[src/rtl/gpio_mmio_responder_if.sv]
// Data-memory bus seen by the GPIO responder: core-driven address/strobes,
// responder-driven hit flag and registered read return.
interface gpio_mmio_responder_if #(
  parameter int DATA_WIDTH = 32
);
  logic [DATA_WIDTH-1:0] Address;
  logic [DATA_WIDTH-1:0] Write_Data;
  logic                  Mem_Write;
  logic                  Mem_Read;
  logic                  Hit;
  logic [DATA_WIDTH-1:0] Read_Data;
  logic                  Read_Valid;

  modport master (
    output Address, Write_Data, Mem_Write, Mem_Read,
    input  Hit, Read_Data, Read_Valid
  );

  modport slave (
    input  Address, Write_Data, Mem_Write, Mem_Read,
    output Hit, Read_Data, Read_Valid
  );
endinterface

[src/rtl/gpio_mmio_responder.sv]
// Memory-mapped GPIO block: output register with set/clear/toggle aliases,
// two-stage input synchronizer, sticky W1C rising-edge flags and a masked IRQ.
module gpio_mmio_responder #(
  parameter int                    DATA_WIDTH = 32,
  parameter int                    GPIO_WIDTH = 8,
  parameter logic [DATA_WIDTH-1:0] BASE_ADDR  = 32'h1001_0024
) (
  input  logic                  clk,
  input  logic                  reset,
  gpio_mmio_responder_if.slave  bus,
  input  logic [GPIO_WIDTH-1:0] GPIO_i,
  output logic [GPIO_WIDTH-1:0] GPIO_o,
  output logic                  Edge_IRQ
);

  localparam logic [DATA_WIDTH-1:0] WIN_SPAN = DATA_WIDTH'(32'h20);

  localparam logic [2:0] SEL_OUT  = 3'd0;
  localparam logic [2:0] SEL_SET  = 3'd1;
  localparam logic [2:0] SEL_CLR  = 3'd2;
  localparam logic [2:0] SEL_TGL  = 3'd3;
  localparam logic [2:0] SEL_IN   = 3'd4;
  localparam logic [2:0] SEL_EDGE = 3'd5;
  localparam logic [2:0] SEL_EN   = 3'd6;

  logic [GPIO_WIDTH-1:0] out_q, out_d;
  logic [GPIO_WIDTH-1:0] edge_q, edge_d;
  logic [GPIO_WIDTH-1:0] en_q, en_d;
  logic [GPIO_WIDTH-1:0] sync1_q, sync2_q, prev_q;
  logic                  irq_q, irq_d;
  logic [DATA_WIDTH-1:0] rdata_q, rdata_d;
  logic                  rvalid_q, rvalid_d;

  logic [DATA_WIDTH-1:0] offset_s;
  logic                  hit_s;
  logic [2:0]            sel_s;
  logic [GPIO_WIDTH-1:0] wd_s;
  logic [GPIO_WIDTH-1:0] w1c_s;
  logic [GPIO_WIDTH-1:0] rise_s;
  logic [GPIO_WIDTH-1:0] rd_gpio_s;
  logic                  unused_wd_s;

  // BASE_ADDR is word aligned, so the unsigned difference covers both window
  // bounds and lets Address[1:0] alias onto the same register.
  assign offset_s    = bus.Address - BASE_ADDR;
  assign hit_s       = (offset_s < WIN_SPAN);
  assign sel_s       = offset_s[4:2];
  assign wd_s        = bus.Write_Data[GPIO_WIDTH-1:0];
  assign unused_wd_s = ^bus.Write_Data[DATA_WIDTH-1:GPIO_WIDTH];
  assign rise_s      = sync2_q & ~prev_q;

  // Register writes, W1C mask, edge/IRQ next state and read mux.
  always_comb begin
    out_d     = out_q;
    en_d      = en_q;
    w1c_s     = '0;
    rdata_d   = rdata_q;
    rvalid_d  = 1'b0;
    rd_gpio_s = '0;

    if (bus.Mem_Write && hit_s) begin
      case (sel_s)
        SEL_OUT:  out_d = wd_s;
        SEL_SET:  out_d = out_q | wd_s;
        SEL_CLR:  out_d = out_q & ~wd_s;
        SEL_TGL:  out_d = out_q ^ wd_s;
        SEL_EDGE: w1c_s = wd_s;
        SEL_EN:   en_d  = wd_s;
        default:  out_d = out_q;
      endcase
    end else begin
      out_d = out_q;
    end

    // Set wins: a rise in the clearing cycle re-asserts the bit.
    edge_d = (edge_q & ~w1c_s) | rise_s;
    irq_d  = |(edge_d & en_d);

    if (bus.Mem_Read && hit_s) begin
      case (sel_s)
        SEL_OUT:  rd_gpio_s = out_q;
        SEL_IN:   rd_gpio_s = sync2_q;
        SEL_EDGE: rd_gpio_s = edge_q;
        SEL_EN:   rd_gpio_s = en_q;
        default:  rd_gpio_s = '0;
      endcase
      rdata_d  = {{(DATA_WIDTH-GPIO_WIDTH){1'b0}}, rd_gpio_s};
      rvalid_d = 1'b1;
    end else begin
      rdata_d  = rdata_q;
      rvalid_d = 1'b0;
    end
  end

  // State registers and input synchronizer.
  always_ff @(posedge clk) begin
    if (reset) begin
      out_q    <= '0;
      edge_q   <= '0;
      en_q     <= '0;
      sync1_q  <= '0;
      sync2_q  <= '0;
      prev_q   <= '0;
      irq_q    <= 1'b0;
      rdata_q  <= '0;
      rvalid_q <= 1'b0;
    end else begin
      out_q    <= out_d;
      edge_q   <= edge_d;
      en_q     <= en_d;
      sync1_q  <= GPIO_i;
      sync2_q  <= sync1_q;
      prev_q   <= sync2_q;
      irq_q    <= irq_d;
      rdata_q  <= rdata_d;
      rvalid_q <= rvalid_d;
    end
  end

  // A response pending when reset rises must not reach the core.
  assign bus.Hit        = hit_s;
  assign bus.Read_Data  = rdata_q;
  assign bus.Read_Valid = rvalid_q & ~reset;
  assign GPIO_o         = out_q;
  assign Edge_IRQ       = irq_q;

endmodule

[src/flat_wrapper.sv]
// flat-port wrapper written by rule: the top's interface ports become plain ports
module gpio_mmio_responder_flat 
#(
  parameter int                    DATA_WIDTH = 32,
  parameter int                    GPIO_WIDTH = 8,
  parameter logic [DATA_WIDTH-1:0] BASE_ADDR  = 32'h1001_0024
)
  (clk, reset, GPIO_i, GPIO_o, Edge_IRQ, bus_Address, bus_Write_Data, bus_Mem_Write, bus_Mem_Read, bus_Hit, bus_Read_Data, bus_Read_Valid);
  gpio_mmio_responder_if #(.DATA_WIDTH(DATA_WIDTH)) bus_i ();
  input  logic clk;
  input  logic reset;
  input  logic [GPIO_WIDTH-1:0] GPIO_i;
  output logic [GPIO_WIDTH-1:0] GPIO_o;
  output logic Edge_IRQ;
  input wire logic [$bits(bus_i.Address)-1:0] bus_Address;
  input wire logic [$bits(bus_i.Write_Data)-1:0] bus_Write_Data;
  input wire logic [$bits(bus_i.Mem_Write)-1:0] bus_Mem_Write;
  input wire logic [$bits(bus_i.Mem_Read)-1:0] bus_Mem_Read;
  output wire logic [$bits(bus_i.Hit)-1:0] bus_Hit;
  output wire logic [$bits(bus_i.Read_Data)-1:0] bus_Read_Data;
  output wire logic [$bits(bus_i.Read_Valid)-1:0] bus_Read_Valid;
  assign bus_i.Address = bus_Address;
  assign bus_i.Write_Data = bus_Write_Data;
  assign bus_i.Mem_Write = bus_Mem_Write;
  assign bus_i.Mem_Read = bus_Mem_Read;
  assign bus_Hit = bus_i.Hit;
  assign bus_Read_Data = bus_i.Read_Data;
  assign bus_Read_Valid = bus_i.Read_Valid;
  gpio_mmio_responder #(.DATA_WIDTH(DATA_WIDTH), .GPIO_WIDTH(GPIO_WIDTH), .BASE_ADDR(BASE_ADDR)) u_core (.clk(clk), .reset(reset), .bus(bus_i), .GPIO_i(GPIO_i), .GPIO_o(GPIO_o), .Edge_IRQ(Edge_IRQ));
endmodule
[config.mk]
export PLATFORM = sky130hd
export DESIGN_NAME = gpio_mmio_responder_flat
export DESIGN_NICKNAME = d
export VERILOG_FILES = /design/src/rtl/gpio_mmio_responder_if.sv /design/src/rtl/gpio_mmio_responder.sv /design/src/flat_wrapper.sv
export SDC_FILE = /design/constraint.sdc
export NUM_CORES = 1
export LEC_CHECK = 0
export BUFFER_PORTS_ARGS = -buffer_cell sky130_fd_sc_hd__clkbuf_2
export CORE_ASPECT_RATIO = 2
export CORE_UTILIZATION = 45
export DETAILED_ROUTE_END_ITERATION = 12
export PLACE_DENSITY = 0.87
export SETUP_SLACK_MARGIN = 0.05
export SYNTH_ARGS = -nofsm -noshare
export SYNTH_HDL_FRONTEND = slang
export SYNTH_SLANG_ARGS = --single-unit
[constraint.sdc]
create_clock -name clk -period 3.8 [get_ports clk]
set_input_delay 0.76 -clock clk [delete_from_list [all_inputs] [get_ports clk]]
set_output_delay 0.76 -clock clk [all_outputs]
set_load 0.05 [all_outputs]
======== Word-level counts from Yosys, hierarchy flattened ========
Cells that the tools add are included.
cells by class
  equality and inequality tests ........... 6
  add/sub/neg operators ................... 1
  order comparisons ....................... 1
  bitwise gates (word level) .............. 12
  reduce and logical (&&, ||, !) cells .... 6
  muxes and demuxes ....................... 7
operator list
  cell                      count
  $pmux W8 S4               2
  $and A8 B8 Y8             4
  $lt A32 B6 Y1 const B     1
  $mux W8                   4
  $sub A32 B29 Y32 const B  1
  $not A8 Y8                3
  $or A8 B8 Y8              2
  $eq A3 B3 Y1 const B      3
  $reduce_or A8 Y1          1
  $xor A8 B8 Y8             1
  $eq A3 B2 Y1 const B      2
  $reduce_bool A4 Y1        1
  $eq A3 B1 Y1 const B      1
  $logic_not A3 Y1          1
  $logic_and A1 B1 Y1       2
  $reduce_and A2 Y1         1
  $and A1 B1 Y1             1
  $mux W1                   1
  $not A1 Y1                1
word-level totals
  bits of input ports ..................... 76
  register bits ........................... 58
  word-level logic and storage cells ...... 42
  output and inout port bits .............. 43

======== Logic depth before layout (Yosys ltp) ========
Gate-level depths: netlist of the first run.
  word-level depth ........................ 9
  mapped depth ............................ 11

======== Worst setup path before layout of the first run ========
No wires, ideal clock.
  kind .................................... input to register
  from .................................... in bus_Address[2]
  to ...................................... reg u_core.irq_q, in the netlist u_core.Edge_IRQ
  required time ........................... 3.675 ns
  library setup time ...................... 0.125 ns
  setup slack ............................. -0.459 ns
  arrival ................................. 4.134 ns
  cell stages on the path ................. 10
  cell sequence ........................... buf_6 o31a_1 a2111oi_4 nor2_2 a2111o_1 nor3_1 nand4b_1 o21ai_0 a21oi_1 o41a_1
on the way
  cells in the longest elaborated chain, start to end .. 9
  elaborated cells between the ends (all ways) .. 14
  classes of those cells .................. 1 x add/sub; 1 x order compare; 2 x eq/ne; 4 x mux; 4 x bitwise; 2 x reduce/logical
RTL lines
  item                    line                        source
  start: declaration      flat_wrapper.sv:15          input wire logic [$bits(bus_i.Address)-1:0] bus_Address;
  $sub A32 B29 Y32 *      gpio_mmio_responder.sv:45   assign offset_s = bus.Address - BASE_ADDR;
  $lt A32 B6 Y1 *         gpio_mmio_responder.sv:46   assign hit_s = (offset_s < WIN_SPAN);
  net bus_Hit             flat_wrapper.sv:19          output wire logic [$bits(bus_i.Hit)-1:0] bus_Hit;
  $logic_and A1 B1 Y1 *   gpio_mmio_responder.sv:61   if (bus.Mem_Write && hit_s) begin
  $mux W8                 gpio_mmio_responder.sv:61
  $not A8 Y8              gpio_mmio_responder.sv:76   edge_d = (edge_q & ~w1c_s) | rise_s;
  $and A8 B8 Y8           gpio_mmio_responder.sv:76
  $or A8 B8 Y8            gpio_mmio_responder.sv:76
  $and A8 B8 Y8 *         gpio_mmio_responder.sv:77   irq_d = |(edge_d & en_d);
  $reduce_or A8 Y1 *      gpio_mmio_responder.sv:77
  end signal: assignment  gpio_mmio_responder.sv:114  irq_q <= irq_d;
  end: declaration        gpio_mmio_responder.sv:30   logic irq_q, irq_d;
Mark *: on every way through the listed nets, which the timed path passes. The rest lies on a longest branch.
A chain may end at the register's enable or synchronous reset.

======== Final worst setup path of the first run ========
  from .................................... in bus_Address[23]
  to ...................................... reg u_core.irq_q, in the netlist u_core.Edge_IRQ
on the way
  cells in the longest elaborated chain, start to end .. 9
  elaborated cells between the ends (all ways) .. 10
  classes of those cells .................. 1 x add/sub; 1 x order compare; 2 x mux; 4 x bitwise; 2 x reduce/logical
RTL lines
  item                   line
  $sub A32 B29 Y32 *     gpio_mmio_responder.sv:45
  $lt A32 B6 Y1 *        gpio_mmio_responder.sv:46
  $logic_and A1 B1 Y1 *  gpio_mmio_responder.sv:61
  $mux W8                gpio_mmio_responder.sv:61
  $not A8 Y8             gpio_mmio_responder.sv:76
  $and A8 B8 Y8          gpio_mmio_responder.sv:76
  $or A8 B8 Y8           gpio_mmio_responder.sv:76
  $and A8 B8 Y8 *        gpio_mmio_responder.sv:77
  $reduce_or A8 Y1 *     gpio_mmio_responder.sv:77
Mark *: on every way between the ends. The rest lies on a longest branch, timed or not.

==> results.json, run 1 <==
{
  "drcViolationCount": 0,
  "grt_max_degree": 59,
  "first_pass_grt_wire_length_um": 12900,
  "criticalPathCategory": "in2reg",
  "r2r-start": "u_core.edge_q[3]",
  "floorplan.initialDensity_pct": 46.5,
  "flow.area_growth_from_synthesis_pct": 22.0,
  "clkSlewWorstSetupHoldPaths_ns": 0.05,
  "post_synth_edffs": 0,
  "first_global_vias": 3000,
  "synth_commonest_cells": "58 x sky130_fd_sc_hd__dfxtp_1, 42 x sky130_fd_sc_hd__nor2_1, 32 x sky130_fd_sc_hd__nor2b_1",
  "die_width_um": 63.1,
  "sum_neg_setup_slack_ns": 0,
  "synth.ff_latch_count": 58,
  "design.portCount": 119,
  "path_cells": "clkbuf_2, nor4_2, and4_1, o2111ai_1, a211o_1, nor4_4, buf_4, mux2i_1, a21oi_1, or4_1, o41a_1",
  "slew_viols_final": 0,
  "num_rows": 44,
  "min_path_cells": 1,
  "drt_total_wl_um": 8070,
  "clock_tree.root_cell": "sky130_fd_sc_hd__clkbuf_16",
  "grt.total_usage_pct": 21.4,
  "netlist-cell-type-count": 54,
  "synth_top_area_cell": "sky130_fd_sc_hd__dfxtp_1",
  "timing.reg2reg.worst_path_depth": 4,
  "global_route.overflow_total": 0,
  "cp-end-kind": "flip-flop",
  "synth.yosys.warnings": 0,
  "clkLatencyLatePin_ns": 0.32,
  "dr.pass1.iters": 4,
  "critical_path.n_buffers_inverters": 2,
  "die_area_um2": 7830,
  "power_leakage_nw": 1.76,
  "synth_top_area_share_pct": 34.6,
  "vdd_drop_max_uv": 609,
  "critical-path-slowest-cell": "sky130_fd_sc_hd__or4_1",
  "gp_routability_congestion": 0.893,
  "syn-cell-area_um2": 3360,
  "num_antenna_cells": 0,
  "yosysSeqAreaShare_pct": 34.6,
  "core_region_area_um2": 7210,
  "layout_setup_ws_ns": 0.207,
  "hold_path.class": "reg2reg",
  "post-route-util_pct": 56.8,
  "reg2reg_to": "u_core.Edge_IRQ",
  "slew-limit-headroom_pct": 52.1,
  "timing.critical_path.required_ns": 4.00,
  "placed_cells": 549,
  "timing.critical_path.fanout_max": 7,
  "tritoncts": "yes",
  "design_power_total_w": 0.00164,
  "synth.avg_cell_area_um2": 8.61,
  "max_slew.worst_pin.slew_ns": 0.719,
  "worstSetupStartpointType": "input port",
  "report.final.setup_viol": 0,
  "cells_after_synthesis": 390,
  "cts_buffers": 9,
  "timing.max_cap.violations": 0,
  "non_filler_cells_in_the_finished_layout": 565,
  "h-tree-depth": 3,
  "design.final.nets": 561,
  "min_delay_worst_endpoint": "u_core.sync2_q[2]",
  "worst_ep_arrival_time_ns": 3.79,
  "rsz0062_at_grt": "no",
  "hpwl_um": 6180,
  "drt-wirelength-per-cell_um": 14.3,
  "hold_path.startpoint": "u_core.sync1_q[2]",
  "holdBufCountCts": 0,
  "ctsLongestPathBuffers": 2,
  "final_antenna_net_count": 0,
  "synth.most_common_cell": "sky130_fd_sc_hd__dfxtp_1",
  "timing.reg2reg.setup_slack_ns": 2.25,
  "via_count": 3040,
  "share_of_cells_above_drive_strength_1_pct": 24.7,
  "status": "complete, no violations",
  "clock_skews_ns": 0.00469,
  "vias_per_cell": 5.38,
  "synth_async_sr_flop_share_pct": 0,
  "synth.top_cells.by_area": "sky130_fd_sc_hd__dfxtp_1 35%, sky130_fd_sc_hd__mux2i_1 8.9%, sky130_fd_sc_hd__ha_1 6.3%, sky130_fd_sc_hd__nor2b_1 6.0%, sky130_fd_sc_hd__buf_4 5.4%",
  "detailedRoute.firstIterationViolations": 114,
  "max_freq_mhz": 278,
  "numClockSinks": 58,
  "dpl_worst_slack_ns": -0.109,
  "antenna_found_initial": 0,
  "timing_hold_violations_final": 0,
  "p_per_area_nw_per_um2": 401,
  "timing.critical_path.slowest_cell_delay_ns": 0.53,
  "worst_path_dominant_cell_family": "simple AND/OR/NAND/NOR gates",
  "die_h_um": 124,
  "final_min_period_over_clock_period_pct": 94.6,
  "min_period_ns": 3.59,
  "yosys_most_used_dff": "sky130_fd_sc_hd__dfxtp_1",
  "buffer_ports.inserted": 68
}
==> worst register-to-register path, cell delays in order (launching register included) <==
cell,delay (ns)
sky130_fd_sc_hd__dfxtp_1,0.31
sky130_fd_sc_hd__a21bo_1,0.19
sky130_fd_sc_hd__a21oi_1,0.07
sky130_fd_sc_hd__or4_1,0.53
sky130_fd_sc_hd__o41a_1,0.32
==> cell type report <==
class                      count  area, um2
clock buffer                  11        253
clock inverter                 5       52.6
fill                         631       3120
inverter                      25       93.8
multi-input combinational    289       1950
sequential                    58       1160
tap                           92        115
timing repair buffer          85        468
==> power by group <==
group	switching (W)	total (W)	internal [W]
clock	0.000262	0.000799	0.000538
combinational	0.000146	0.000213	0.0000677
sequential	0.00000637	0.000631	0.000624
total	0.000414	0.00164	0.00123
==> sequential cells by signal, summed over array words and instances, names as in the netlist <==
register and cells:
u_core.Edge_IRQ 1, u_core.edge_q 8, u_core.rvalid_q 1, u_core.sync1_q 8, u_core.GPIO_o 8, u_core.prev_q 8, u_core.bus.Read_Data 8, u_core.sync2_q 8
u_core.en_q 8
==> how the worst max path moves through the flow <==
stage	start	endpoint	slack (ns)	cells after the start
finish	bus_Address[23]	u_core.Edge_IRQ	0.21	11
global route	bus_Address[11]	u_core.Edge_IRQ	0.09	11
CTS	bus_Address[30]	bus_Hit	0.15	8
detailed placement	bus_Address[25]	u_core.Edge_IRQ	-0.11	11
global placement	bus_Address[25]	u_core.Edge_IRQ	-0.01	11
floorplan	bus_Address[2]	u_core.Edge_IRQ	0.05	10
==> repair_timing <==
| item | CTS | global route |
|---|---|---|
| setup endpoints to repair | 0 | 2 |
| gates resized for setup | 0 | 2 |
| setup buffers | 0 | 0 |
==> metrics by stage <==
| step | instance area (um2) | hold slack [ns] |
|---|---|---|
| floorplan | 3450 | 0.414 |
| global placement | 3780 | 0.416 |
| detailed placement | 3780 | 0.429 |
| CTS | 4080 | 0.441 |
| global route | 4100 | 0.458 |
| finish | 4100 | 0.435 |
==> cell families after synthesis <==
logic type	share of synthesized area, %
and+or+nand+nor	22.3
AOI/OAI and AO/OA	17.4
buffers and inverters	10.3
DFF	34.6
muxes	8.95
adders and majority gates	6.34
other	0.112
==> cells in the final DEF, fill, tap and decap left out, drive strengths merged, types with 5 or more instances in the layout <==
master and n:
a22oi 11, conb 24, clkbuf 79, o21ai 14, nand2b 7, a21oi 29
nor2b 32, o221ai 5, buf 17, nand3 5, inv 25, dfxtp 58
mux2i 30, nor4 7, ha 17, nor2 43, nand2 23
==> per-layer routing <==
layer	up-vias	part of all wire [%]	GRT usage, %
li1	1471	-	-
met1	1393	35	19.6
met2	136	53	39.0
met3	40	5.4	3.57
met4	0	6.7	20.5
met5	-	0	0
Power figures use the tool's default switching activity.
==> inputs of run 2 (changes only) <==
--- a/config.mk
+++ b/config.mk
@@ -7,8 +7,10 @@
 export LEC_CHECK = 0
 export BUFFER_PORTS_ARGS = -buffer_cell sky130_fd_sc_hd__clkbuf_2
+export CELL_PAD_IN_SITES_DETAIL_PLACEMENT = 0
+export CELL_PAD_IN_SITES_GLOBAL_PLACEMENT = 1
 export CORE_ASPECT_RATIO = 2
-export CORE_UTILIZATION = 45
+export CORE_UTILIZATION = 33
 export DETAILED_ROUTE_END_ITERATION = 12
-export PLACE_DENSITY = 0.87
+export PLACE_DENSITY = 0.88
 export SETUP_SLACK_MARGIN = 0.05
 export SYNTH_ARGS = -nofsm -noshare
==> constraint.sdc (replaced) <==
create_clock -name clk -period 3.8 [get_ports clk]
set_input_delay 0.19 -clock clk [delete_from_list [all_inputs] [get_ports clk]]
set_output_delay 0.19 -clock clk [all_outputs]
set_load 0.05 [all_outputs]
==> results.json, run 2 (synthesis results as in run 1) <==
{
  "setup_repair_bufs_after_cts": 0,
  "design.final.nets": 549,
  "drt-wirelength-per-cell_um": 14.0,
  "gr_layer_usage_met3_pct": 3.34,
  "global_route.peak_usage_layer": "met2",
  "status": "complete, no violations",
  "power_leakage_nw": 1.70,
  "r2r-start": "u_core.edge_q[3]",
  "p_per_area_nw_per_um2": 402,
  "flow.area_growth_from_synthesis_pct": 20.2,
  "max_freq_mhz": 316,
  "h-tree-depth": 3,
  "drt_total_wl_um": 8300,
  "via_count": 2955,
  "tritoncts": "yes",
  "vias_per_cell": 4.98,
  "ctsLongestPathBuffers": 2,
  "floorplan.initialDensity_pct": 34.2,
  "num_antenna_cells": 0,
  "min_path_cells": 2,
  "non_filler_cells_in_the_finished_layout": 593,
  "clock_skews_ns": 0.00521,
  "final_common_cell": "sky130_fd_sc_hd__clkbuf_2",
  "design.portCount": 119,
  "numClockSinks": 58,
  "critical_path.n_buffers_inverters": 2,
  "sum_neg_setup_slack_ns": 0,
  "final_antenna_net_count": 0,
  "use_met2_pct": 31.1,
  "dr.pass1.iters": 4,
  "die_width_um": 73.3,
  "timing.reg2reg.setup_slack_ns": 2.27,
  "layout_common_cells": "68 x sky130_fd_sc_hd__clkbuf_2, 58 x sky130_fd_sc_hd__dfxtp_1, 42 x sky130_fd_sc_hd__nor2_1",
  "first_pass_grt_wire_length_um": 13000,
  "hold_path.startpoint": "GPIO_i[4]",
  "hpwl_um": 6410,
  "critical-path-slowest-cell": "sky130_fd_sc_hd__or4_1",
  "timing.critical_path.slowest_cell_delay_ns": 0.52,
  "path_cells": "clkbuf_2, nor3_1, nand4_1, a2111oi_1, a21oi_1, nor4_4, buf_4, mux2i_1, a21oi_1, or4_1, o41a_1",
  "timing.reg2reg.worst_path_depth": 4,
  "clkSlewWorstSetupHoldPaths_ns": 0.05,
  "final_min_period_over_clock_period_pct": 83.2,
  "timing.critical_path.fanout_max": 8,
  "post-route-util_pct": 41.1,
  "clock_tree.root_cell": "sky130_fd_sc_hd__clkbuf_16",
  "path_common_cell": "sky130_fd_sc_hd__a21oi_1",
  "first_global_vias": 2855,
  "rsz0062_at_grt": "no",
  "gp_routability_congestion": 0.838,
  "worstSetupStartpointType": "input port",
  "hold_path.class": "in2reg",
  "buffer_ports.inserted": 68,
  "slew-limit-headroom_pct": 45.0,
  "cts_repair_resize_count": 0,
  "num_rows": 51,
  "timing.critical_path.required_ns": 4.01,
  "cts_buffers": 9,
  "antenna_found_initial": 0,
  "cp-end-kind": "flip-flop",
  "share_of_cells_above_drive_strength_1_pct": 21.9,
  "criticalPathCategory": "in2reg",
  "holdBufCountCts": 0,
  "min_delay_worst_endpoint": "u_core.sync1_q[4]",
  "grt_max_degree": 33,
  "detailedRoute.firstIterationViolations": 184,
  "drcViolationCount": 0,
  "worst_path_dominant_cell_family": "simple AND/OR/NAND/NOR gates",
  "global_route.overflow_total": 0,
  "design_power_total_w": 0.00162,
  "reg2reg_to": "u_core.Edge_IRQ",
  "vdd_drop_max_uv": 205,
  "max_slew.worst_pin.slew_ns": 0.825,
  "timing_hold_violations_final": 0,
  "min_period_ns": 3.16,
  "worst_ep_arrival_time_ns": 3.37,
  "slew_viols_final": 0,
  "core_region_area_um2": 9830,
  "grt.total_usage_pct": 16.4,
  "clkLatencyLatePin_ns": 0.32,
  "timing.max_cap.violations": 0,
  "die_h_um": 145,
  "report.final.setup_viol": 0,
  "grt.met1_usage_pct": 15.6,
  "placed_cells": 577,
  "die_area_um2": 10600
}
==> run 2: through the flow <==
stage / area, um2 / hold WS [ns] / setup WS [ns]
2_1_floorplan: 3440 / 0.318 / 0.111
3_3_place_gp: 3730 / 0.407 / 0.317
3_5_place_dp: 3730 / 0.403 / 0.288
4_1_cts: 4040 / 0.0648 / 0.616
5_1_grt: 4040 / 0.0825 / 0.443
6_report: 4040 / 0.0778 / 0.638
==> run 2: worst max-delay path by stage <==
stage / start / end / slack [ns] / cells past startpoint
floorplan: bus_Address[2] / u_core.Edge_IRQ / 0.11 / 10
finish: bus_Address[15] / u_core.Edge_IRQ / 0.64 / 11
CTS: bus_Address[15] / u_core.Edge_IRQ / 0.62 / 11
global placement: bus_Address[15] / u_core.Edge_IRQ / 0.32 / 11
global route: bus_Address[15] / u_core.Edge_IRQ / 0.44 / 11
detailed placement: bus_Address[15] / u_core.Edge_IRQ / 0.29 / 11
==> run 2: final cells by class <==
| cell class | count | area (um2) |
|---|---|---|
| Fill cell | 1043 | 5790 |
| Multi-Input combinational cell | 289 | 1940 |
| Sequential cell | 58 | 1160 |
| Timing Repair Buffer | 73 | 378 |
| Clock buffer | 15 | 298 |
| Tap cell | 132 | 165 |
| Inverter | 25 | 93.8 |
| Clock inverter | 1 | 5.00 |
==> run 2: power breakdown <==
part           leakage, nW  internal, W  switching [W]  total (W)
registers            0.472     0.000624     0.00000561   0.000630
clock network        0.152     0.000528       0.000258   0.000786
logic                 1.08    0.0000629       0.000145   0.000208
==> run 2: metal layers <==
layer / vias up / share of wire (%) / wire [um]
li1: 1444 / - / -
met1: 1364 / 36 / 3010
met5: - / 0 / 0
met2: 123 / 54 / 4510
met3: 24 / 5.4 / 448
met4: 0 / 4.0 / 333
==> inputs of run 3 (changes only) <==
ABC_AREA = 1   (was not set)
CORE_UTILIZATION = 32   (was 33)
clock period = 2.9 ns   (was 3.8 ns; I/O delays follow)
==> results.json, run 3 <==
{
  "grt.total_usage_pct": 18.0,
  "drt_total_wl_um": 10700,
  "non_filler_cells_in_the_finished_layout": 819,
  "synth.ff_latch_count": 58,
  "worstSetupStartpointType": "input port",
  "criticalPathCategory": "in2reg",
  "p_per_area_nw_per_um2": 489,
  "clkLatencyLatePin_ns": 0.33,
  "vdd_drop_max_uv": 241,
  "setup_repair_bufs_after_cts": 0,
  "sum_neg_setup_slack_ns": 0,
  "global_route.overflow_total": 0,
  "ctsLongestPathBuffers": 2,
  "min_period_ns": 2.32,
  "core_region_area_um2": 11800,
  "synth.avg_cell_area_um2": 6.56,
  "design.portCount": 119,
  "first_pass_grt_wire_length_um": 17200,
  "floorplan.initialDensity_pct": 32.8,
  "power_leakage_nw": 2.18,
  "critical-path-slowest-cell": "sky130_fd_sc_hd__nor2_1",
  "hold_path.class": "in2reg",
  "dr.pass1.iters": 4,
  "yosys_most_used_dff": "sky130_fd_sc_hd__dfxtp_1",
  "cells_after_synthesis": 588,
  "fin_hold_ws_ns": 0.00320,
  "tritoncts": "yes",
  "layout_common_cells": "123 x sky130_fd_sc_hd__nand2_1, 83 x sky130_fd_sc_hd__inv_1, 69 x sky130_fd_sc_hd__nor2_1",
  "via_count": 3926,
  "timing.critical_path.fanout_max": 8,
  "netlist-cell-type-count": 38,
  "placed_cells": 799,
  "grt_max_degree": 30,
  "synth.top_cells.by_area": "sky130_fd_sc_hd__dfxtp_1 30%, sky130_fd_sc_hd__nand2_1 12%, sky130_fd_sc_hd__inv_1 8.1%, sky130_fd_sc_hd__nor2_1 6.7%, sky130_fd_sc_hd__nand3_1 5.7%",
  "worst_ep_arrival_time_ns": 2.51,
  "flow.area_growth_from_synthesis_pct": 21.2,
  "yosysSeqAreaShare_pct": 30.1,
  "multiInputGateArea_um2": 2220,
  "worst_path_dominant_cell_family": "simple AND/OR/NAND/NOR gates",
  "design.final.nets": 762,
  "numClockSinks": 58,
  "synth.most_common_cell": "sky130_fd_sc_hd__nand2_1",
  "gp_routability_congestion": 0.861,
  "first_global_vias": 3754,
  "synth.yosys.warnings": 0,
  "buffer_ports.inserted": 68,
  "synth_top_area_cell": "sky130_fd_sc_hd__dfxtp_1",
  "detailedRoute.firstIterationViolations": 131,
  "timing.critical_path.required_ns": 3.09,
  "path_common_cell": "sky130_fd_sc_hd__nand2_1",
  "die_width_um": 79.7,
  "slew-limit-headroom_pct": 56.1,
  "fillers": 1292,
  "final_antenna_net_count": 0,
  "share_of_cells_above_drive_strength_1_pct": 18.4,
  "post_synth_edffs": 0,
  "report.final.setup_viol": 0,
  "synth_top_area_share_pct": 30.1,
  "clkSlewWorstSetupHoldPaths_ns": 0.05,
  "die_h_um": 157,
  "synth_async_sr_flop_share_pct": 0,
  "timing.critical_path.slowest_cell_delay_ns": 0.25,
  "synth_commonest_cells": "123 x sky130_fd_sc_hd__nand2_1, 83 x sky130_fd_sc_hd__inv_1, 69 x sky130_fd_sc_hd__nor2_1",
  "die_area_um2": 12500,
  "syn-cell-area_um2": 3860,
  "num_antenna_cells": 0,
  "critical_path.n_buffers_inverters": 2,
  "drcViolationCount": 0,
  "final-seq-area_um2": 1160,
  "max_freq_mhz": 430,
  "final_common_cell": "sky130_fd_sc_hd__nand2_1",
  "drt-wirelength-per-cell_um": 13.1,
  "timing.max_cap.violations": 0,
  "vias_per_cell": 4.79,
  "cp-end-kind": "flip-flop",
  "slew_viols_final": 0,
  "status": "complete, no violations",
  "final_min_period_over_clock_period_pct": 80.1,
  "rsz0062_at_grt": "no",
  "clock_tree.root_cell": "sky130_fd_sc_hd__clkbuf_16",
  "antenna_found_initial": 0,
  "cts_buffers": 9,
  "path_cells": "clkbuf_2, nor2_1, nand2_1, nor2_1, nand3_2, nand2_1, nand2_1, nand2_1, nand3_1, nor2_1, nand2_2, nor2_8, nand3_2, buf_4, nand2_1, o21ai_1, nand2_1, nand2_1, nor2_1, a21oi_1",
  "hpwl_um": 8590,
  "num_rows": 56,
  "timing_hold_violations_final": 0,
  "max_slew.worst_pin.slew_ns": 0.656,
  "clock_skews_ns": 0.00309,
  "h-tree-depth": 3
}
run 3: cell count changes after synthesis, moves of 8 or more:
cell / previous run / this run
sky130_fd_sc_hd__o21ai_0: 14 / 38
sky130_fd_sc_hd__nand3_1: 5 / 44
sky130_fd_sc_hd__nor2b_1: 32 / 0
sky130_fd_sc_hd__a22oi_1: 11 / 0
sky130_fd_sc_hd__nand4_1: 3 / 16
sky130_fd_sc_hd__inv_1: 25 / 83
sky130_fd_sc_hd__mux2i_1: 30 / 0
sky130_fd_sc_hd__o22ai_1: 1 / 9
sky130_fd_sc_hd__nand2_1: 23 / 123
sky130_fd_sc_hd__nor2_1: 42 / 69
run 3: through the flow:
stage          area, um2  power, W  utilization, %  worst slack, ns
6_report            4680   0.00229            39.7            0.576
5_1_grt             4680   0.00237            39.7            0.309
4_1_cts             4670   0.00230            39.6            0.628
3_5_place_dp        4320   0.00116            36.7            0.308
3_3_place_gp        4320   0.00116            36.7            0.330
2_1_floorplan       3950   0.00108               -            0.853
run 3: where the power goes:
group          total (W)  switching (W)  internal (W)
combinational   0.000326       0.000234     0.0000921
sequential      0.000824     0.00000636      0.000817
clock            0.00114       0.000368      0.000771
total            0.00229       0.000608       0.00168
run 3: cell families after synthesis:
| kind of cell | after synthesis | synth area share [%] |
|---|---|---|
| compound gates | 89 | 13.7 |
| xor+xnor | 4 | 0.908 |
| fa+ha+maj | 17 | 5.51 |
| buf+inv | 123 | 14.5 |
| flops | 58 | 30.1 |
| other cells | 1 | 0.0972 |
| simple gates | 296 | 35.2 |
run 3: worst paths after layout:
path / from / endpoint / slack, ns / depth (start not counted)
setup / recovery: bus_Address[9] / u_core.Edge_IRQ / 0.58 / 20
hold / removal: GPIO_i[1] / u_core.sync1_q[1] / 0.003 / 3
setup reg to reg: u_core.GPIO_o[5] / u_core.GPIO_o[5] / 1.57 / 5
hold reg to reg: u_core.sync1_q[2] / u_core.sync2_q[2] / 0.40 / 2
run 3: layout make-up:
class / count / share of cell area [%]
multi-input cells: 430 / 47.6
repair buffers: 83 / 9.90
flip-flops and latches: 58 / 24.8
clock buffers: 11 / 5.19
well taps: 145 / 3.88
clock inverters: 5 / 1.66
inverters: 87 / 6.98
run 3: repair_timing:
item,4_1_cts,5_1_grt
endpoints found under the hold margin,3,1
resized for setup,0,0
hold buffers,3,1
run 3: worst register-to-register path: stages (launching register included):
cell and delay [ns]:
sky130_fd_sc_hd__dfxtp_1 0.38, sky130_fd_sc_hd__inv_1 0.10, sky130_fd_sc_hd__ha_1 0.27, sky130_fd_sc_hd__a32o_1 0.21, sky130_fd_sc_hd__o221ai_1 0.16, sky130_fd_sc_hd__a21oi_1 0.09
run 3: per-layer routing:
layer / track usage, % / vias up / part of all wire (%)
met5: 0 / - / 0
met1: 16.5 / 1752 / 37
met3: 3.83 / 27 / 4.2
met2: 35.2 / 114 / 55
li1: - / 2033 / -
met4: 9.52 / 0 / 3.9
